==> config.mk <==
export PLATFORM = sky130hd
export DESIGN_NAME = match_event_counter
export DESIGN_NICKNAME = d
export VERILOG_FILES = /design/src/rtl/match_event_counter.sv
export SDC_FILE = /design/constraint.sdc
export NUM_CORES = 1
export LEC_CHECK = 0
export BUFFER_PORTS_ARGS = -buffer_cell sky130_fd_sc_hd__buf_2
export CAP_MARGIN = 20
export CORE_ASPECT_RATIO = 0.6
export CORE_MARGIN = 1
export CORE_UTILIZATION = 23
export CTS_CLUSTER_DIAMETER = 30
export DETAILED_ROUTE_END_ITERATION = 10
export GPL_ROUTABILITY_DRIVEN = 0
export PLACE_DENSITY = 0.45
export SETUP_SLACK_MARGIN = 0.5
export SYNTH_ARGS = -nofsm -noshare
export SYNTH_HDL_FRONTEND = slang
export SYNTH_SLANG_ARGS = --single-unit
==> constraint.sdc <==
create_clock -name clk -period 3.86 [get_ports clk]
set_clock_uncertainty 0.05 [all_clocks]
set_input_delay 0.193 -clock clk [delete_from_list [all_inputs] [get_ports clk]]
set_output_delay 0.193 -clock clk [all_outputs]
set_load 0.05 [all_outputs]
==> src/rtl/match_event_counter.sv <==
// Statistics stage behind the symbol sequence detector: counts match events, tracks run lengths,
// raises a sticky threshold alarm and offers a req/ack snapshot of the statistics.
module match_event_counter #(
    parameter int CNT_W  = 8,
    parameter int LEN_W  = 8,
    parameter int THRESH = 4
) (
    input  logic             clk,
    input  logic             rst_n,
    input  logic             ans,
    input  logic             clr,
    input  logic             snap_req,
    input  logic             snap_ack,
    output logic [CNT_W-1:0] match_count,
    output logic [LEN_W-1:0] run_len,
    output logic [LEN_W-1:0] max_len,
    output logic             alarm,
    output logic             snap_valid,
    output logic [CNT_W-1:0] snap_count,
    output logic [LEN_W-1:0] snap_maxlen
);

    typedef enum logic {IDLE, HOLD} snap_state_t;

    logic             ans_q;
    logic [CNT_W-1:0] count_q, count_d;
    logic [LEN_W-1:0] run_q, run_d;
    logic [LEN_W-1:0] max_q, max_d;
    logic             alarm_q, alarm_d;
    snap_state_t      state_q;
    logic             snap_valid_q;
    logic [CNT_W-1:0] snap_count_q;
    logic [LEN_W-1:0] snap_maxlen_q;
    logic             rise, fall;

    function automatic logic [CNT_W-1:0] sat_inc_cnt(input logic [CNT_W-1:0] v);
        return (v == {CNT_W{1'b1}}) ? v : v + CNT_W'(1);
    endfunction

    function automatic logic [LEN_W-1:0] sat_inc_len(input logic [LEN_W-1:0] v);
        return (v == {LEN_W{1'b1}}) ? v : v + LEN_W'(1);
    endfunction

    assign rise = ans & ~ans_q;
    assign fall = ~ans & ans_q;

    always_comb begin
        count_d = count_q;
        run_d   = run_q;
        max_d   = max_q;
        alarm_d = alarm_q;
        if (clr) begin
            count_d = '0;
            run_d   = '0;
            max_d   = '0;
            alarm_d = 1'b0;
        end else begin
            if (rise) begin
                count_d = sat_inc_cnt(count_q);
            end
            // run_q is already zero whenever ans has been low, so low simply means zero
            run_d = ans ? sat_inc_len(run_q) : '0;
            if (fall && (run_q > max_q)) begin
                max_d = run_q;
            end
            if (count_d >= CNT_W'(THRESH)) begin
                alarm_d = 1'b1;
            end
        end
    end

    always_ff @(posedge clk or negedge rst_n) begin
        if (!rst_n) begin
            ans_q   <= 1'b0;
            count_q <= '0;
            run_q   <= '0;
            max_q   <= '0;
            alarm_q <= 1'b0;
        end else begin
            ans_q   <= ans;
            count_q <= count_d;
            run_q   <= run_d;
            max_q   <= max_d;
            alarm_q <= alarm_d;
        end
    end

    // Snapshot captures pre-edge statistics, so a same-cycle rise or clr is not included
    always_ff @(posedge clk or negedge rst_n) begin
        if (!rst_n) begin
            state_q       <= IDLE;
            snap_valid_q  <= 1'b0;
            snap_count_q  <= '0;
            snap_maxlen_q <= '0;
        end else begin
            case (state_q)
                IDLE: begin
                    if (snap_req) begin
                        snap_count_q  <= count_q;
                        snap_maxlen_q <= max_q;
                        snap_valid_q  <= 1'b1;
                        state_q       <= HOLD;
                    end
                end
                HOLD: begin
                    if (snap_ack) begin
                        snap_valid_q <= 1'b0;
                        state_q      <= IDLE;
                    end
                end
                default: begin
                    snap_valid_q <= 1'b0;
                    state_q      <= IDLE;
                end
            endcase
        end
    end

    assign match_count = count_q;
    assign run_len     = run_q;
    assign max_len     = max_q;
    assign alarm       = alarm_q;
    assign snap_valid  = snap_valid_q;
    assign snap_count  = snap_count_q;
    assign snap_maxlen = snap_maxlen_q;

endmodule

=== Yosys cells after proc, flatten, opt, wreduce, memory -nomap -nowiden ===
Cells that the tools add are included.
W data, S select, Z words.

* Flip-flop bits (word level): 44
* Bits of input ports: 6
* Output and inout bits: 42
* Word-level logic and storage cells: 45

* Add/sub/neg operators: 2
* Magnitude comparators: 2
* Equal/unequal tests: 5
* Muxes and demuxes: 17
* Bitwise gates (word level): 5
* Reductions and logical operators: 5

{| class="wikitable"
|+ Operators by type and width
! operator !! number
|-
| $mux W8 || 9
|-
| $add A8 B1 Y8 const B || 2
|-
| $eq A8 B8 Y1 const B || 2
|-
| $ge A8 B3 Y1 const B || 1
|-
| $gt A8 B8 Y1 || 1
|-
| $mux W1 || 6
|-
| $ne A2 B2 Y1 const B || 2
|-
| $pmux W1 S2 || 2
|-
| $reduce_and A2 Y1 || 2
|-
| $reduce_bool A2 Y1 || 2
|-
| $ne A3 B3 Y1 const B || 1
|-
| $not A1 Y1 || 3
|-
| $and A1 B1 Y1 || 2
|-
| $logic_and A1 B1 Y1 || 1
|}

=== Logic depth before layout (Yosys ltp) ===
* Depth after elaboration: 7
* Depth in mapped cells: 8
* Gate-level depth less buffers: 7

=== Worst setup path before layout ===
OpenSTA, ideal clock, no wires.

* Path kind: reg2reg
* Start: register max_q[7] (netlist: max_len[7])
* End: register max_q[5] (netlist: max_len[5])
* Setup time: 0.132 ns
* Arrival time: 1.913 ns
* Data required time: 3.678 ns
* Path slack: 1.765 ns
* Cell stages (with the launch flop): 9
* Path buffers: 1
* Period minus slack after synthesis: 2.095 ns
* Cell sequence: dfrtp_1 -> inv_1 -> ha_1 -> nand4_1 -> o311a_1 -> o211a_1 -> buf_2 -> mux2i_1 -> nor2_1

* Word-level cells in the longest chain between the ends: 3

{| class="wikitable"
|+ Ends and longest elaborated chain
! element !! RTL line !! RTL
|-
| start: declaration || 28 || <nowiki>logic [LEN_W-1:0] max_q, max_d;</nowiki>
|-
| start signal: assignment || 83 || <nowiki>max_q <= max_d;</nowiki>
|-
| $gt A8 B8 Y1 || 63 || <nowiki>if (fall && (run_q > max_q)) begin</nowiki>
|-
| $logic_and A1 B1 Y1 || 63 ||
|-
| $reduce_bool A2 Y1 (no line) || - ||
|}

No other way between the ends.
A chain may end at the register's enable or synchronous reset.

=== Final worst setup path ===
* Start: register run_q[4] (netlist: run_len[4])
* End: register max_q[1] (netlist: max_len[1])

* Word-level cells in the longest chain between the ends: 3

{| class="wikitable"
|+ Ends and longest elaborated chain
! element !! RTL line !! RTL
|-
| start: declaration || 27 || <nowiki>logic [LEN_W-1:0] run_q, run_d;</nowiki>
|-
| start signal: assignment || 82 || <nowiki>run_q <= run_d;</nowiki>
|-
| $gt A8 B8 Y1 || 63 ||
|-
| $logic_and A1 B1 Y1 || 63 ||
|-
| $reduce_bool A2 Y1 (no line) || - ||
|}

No other way between the ends.

==> flow_metrics.py <==
metrics = {
    "status": {
        "status": "complete, no violations",
    },
    "detailed_routing": {
        "drc": 0,
        "drt_first_pass_iters": 4,
        "drt_iter0_markers": 58,
        "viasPerCell": 4.147,
        "ant_nets": 0,
        "wire_per_inst_um": 14.05,
        "routed-via-count": 1584,
        "drt_wl_total_um": 5368,
    },
    "clock_network": {
        "cts_resized": 0,
        "cts_buffer_depth": 2,
        "clkTransAtPathRegs_ns": 0.06,
        "numCtsBuffers": 5,
        "cts_sinks": 44,
        "cts_max_level": 2,
        "cts-root-buf": "clkbuf_16",
        "tritoncts": "done",
        "cts_post_setup_buffers_inserted": 0,
        "ctsHoldBuffers": 0,
        "clock_latency_ns": 0.29,
    },
    "grt": {
        "grt_pass1_vias": 1602,
        "grt_pass1_wl_um": 8838,
        "antenna_found_initial": 0,
        "grt_max_degree": 45,
        "grt_usage": 0.1191,
        "overflow": 0,
    },
    "logic_synthesis": {
        "synth_edf_count": 0,
        "synth.most_common_cell": "dfrtp_1",
        "syn_nets": 219,
        "syn-mean-instance-area_um2": 10.76,
        "ys_types": 40,
        "synth.mux.area_fraction": 0.09685,
        "synth-compound-area-share": 0.07908,
        "synth_seq_cells": 44,
        "synth_common_cells": "44 x dfrtp_1, 24 x nor2_1, 20 x nand2_1, 15 x inv_1, 11 x mux2i_1",
        "synth_top_family_by_area": "simple AND/OR/NAND/NOR gates",
        "synth_flop_cell": "dfrtp_1",
        "seq_area_frac_synth": 0.5043,
        "synthAdderAreaFrac": 0.05731,
        "synth_top_area_cell": "dfrtp_1",
        "synthXorXnorAreaFrac": 0.03610,
        "synth-simple-area-share": 0.1759,
        "syn_area_um2": 2183,
        "synth.area.top_cells": "dfrtp_1 50%, ha_1 5.7%, mux2i_1 5.0%",
        "async_reset_ff_frac": 1.000,
        "synth_cells": 203,
        "synth_top_area_frac": 0.5043,
        "ys_warn_count": 0,
    },
    "timing": {
        "finalSetupViolations": 0,
        "min_period_over_period": 0.5261,
        "maxSlewViolCount": 0,
        "setup_tns_ns": 0,
        "worst_pin_slew_ns": 0.9831,
        "rsz0062_at_grt": "false",
        "fmax_mhz": 492.5,
        "final_hold_viol_count": 0,
        "period_minus_slack_ns": 2.031,
        "slew_headroom": 0.3430,
    },
    "placed_design": {
        "port_buffers": 47,
        "dp.cells": 372,
        "hpwlAfterDp_um": 3837,
    },
    "power": {
        "powerDensity_nw_per_um2": 387.5,
        "peakVddDrop_uv": 202.7,
        "cellLeakagePower_nw": 1.413,
        "power_mw": 1.059,
    },
    "layout": {
        "syn_to_final_growth_pct": 25.16,
        "fill_cells": 982,
        "nets": 267,
        "final_cells": 382,
        "antennaDiodeCount": 0,
        "layout-drive-gt1-share": 0.2540,
    },
    "setup_path": {
        "critical_path_arrival_ns": 2.14,
        "crit_fanout": 9,
        "path_class": "flop to flop",
        "endpoint_kind": "flop",
        "required_ns": 3.97,
        "critPathLaunchType": "flop",
    },
    "die": {
        "dieWidth_um": 127.8,
        "die_y_um": 77.47,
        "rows": 27,
        "die-area_um2": 9899,
        "start_util": 0.2376,
        "fp.coreArea_um2": 9189,
        "num_io_pins": 48,
    },
    "flow_run": {
        "drv_cap": 0,
    },
    "hold_path": {
        "hp-class": "input pin to flop",
    },
}
==> cell families after synthesis <==
kind of cell,Yosys count
XOR/XNOR,9
buffers and inverters,23
AND/OR/NAND/NOR,71
multiplexers,20
flip-flops,44
AO/OA/AOI/OAI,26
adder cells (fa/ha/maj),10
==> final cells by class <==
class                      instances  area [µm²]  area share
multi-input combinational        136       972.2      0.3558
clock inverter                     3       42.54     0.01557
clock buffer                       5       125.1     0.04579
tap                              130       162.7     0.05952
sequential                        44        1101      0.4029
timing repair buffer              49       272.8     0.09982
inverter                          15       56.30     0.02060
==> worst max-delay path, stage by stage, from the launching register on <==
cell and delay, ns:
dfrtp_1 0.48, ha_1 0.34, nand4_1 0.13, o311a_1 0.17
o211a_1 0.42, mux2i_1 0.24, nor2_1 0.06
==> power breakdown <==
| group | total, mW | internal (mW) | switching (mW) |
|---|---|---|---|
| Clock | 0.490 | 0.304 | 0.185 |
| Sequential | 0.479 | 0.471 | 0.00798 |
| Combinational | 0.0907 | 0.0238 | 0.0669 |
| Total | 1.06 | 0.799 | 0.260 |
==> registers in the layout, indices dropped and copies added (netlist names) <==
register	count
ans_q	1
max_len	8
state_q	1
snap_count	8
match_count	8
alarm	1
run_len	8
snap_maxlen	8
snap_valid	1
==> cell usage in the layout (no fill, tap or decap), types with 5 or more instances in the layout <==
| cell | instances |
|---|---|
| buf_2 | 47 |
| dfrtp_1 | 44 |
| nor2_1 | 24 |
| nand2_1 | 20 |
| inv_1 | 15 |
| mux2i_1 | 11 |
| ha_1 | 10 |
| mux2_1 | 9 |
| o21ai_1 | 8 |
| nand3_1 | 7 |
| xor2_1 | 6 |
| and3_1 | 5 |
| clkbuf_16 | 5 |
==> routing by layer <==
metal  global-route usage  vias to the layer above  routed length [µm]  share of wire
li1                     -                      794                   -              -
met1               0.1785                      747                3070           0.57
met2               0.1522                       35                1942           0.36
met3              0.04207                        8                 278          0.052
met4              0.04235                        0                  76          0.014
met5                    0                        -                   0              0
==> worst paths after layout <==
path / to / start / cells past startpoint / slack [ns]
setup reg to reg: max_len[1]$_DFFE_PN0P_ / run_len[4]$_DFFE_PN0P_ / 6 / 1.83
max in group asynchronous: max_len[0]$_DFFE_PN0P_ / rst_n / 3 / 2.87
hold reg to reg: snap_valid$_DFFE_PN0P_ / state_q$_DFF_PN0_ / 1 / 0.40
hold / removal: ans_q$_DFF_PN0_ / ans / 1 / 0.05
min in group asynchronous: snap_maxlen[6]$_DFFE_PN0P_ / rst_n / 2 / 0.38
setup / recovery: max_len[1]$_DFFE_PN0P_ / run_len[4]$_DFFE_PN0P_ / 6 / 1.83
==> metrics by stage <==
stage                     setup slack (ns)  hold slack (ns)  instance area (µm²)  utilization
final                                1.829          0.05016                 2733       0.2974
after global routing                 1.681          0.04044                 2733       0.2974
after CTS                            1.801          0.04790                 2695       0.2933
after detailed placement             1.811           0.3543                 2527       0.2751
after global placement               1.793           0.3542                 2527       0.2751
after floorplan                      1.765          -0.1526                 2183            -
Power figures use the tool's default switching activity.
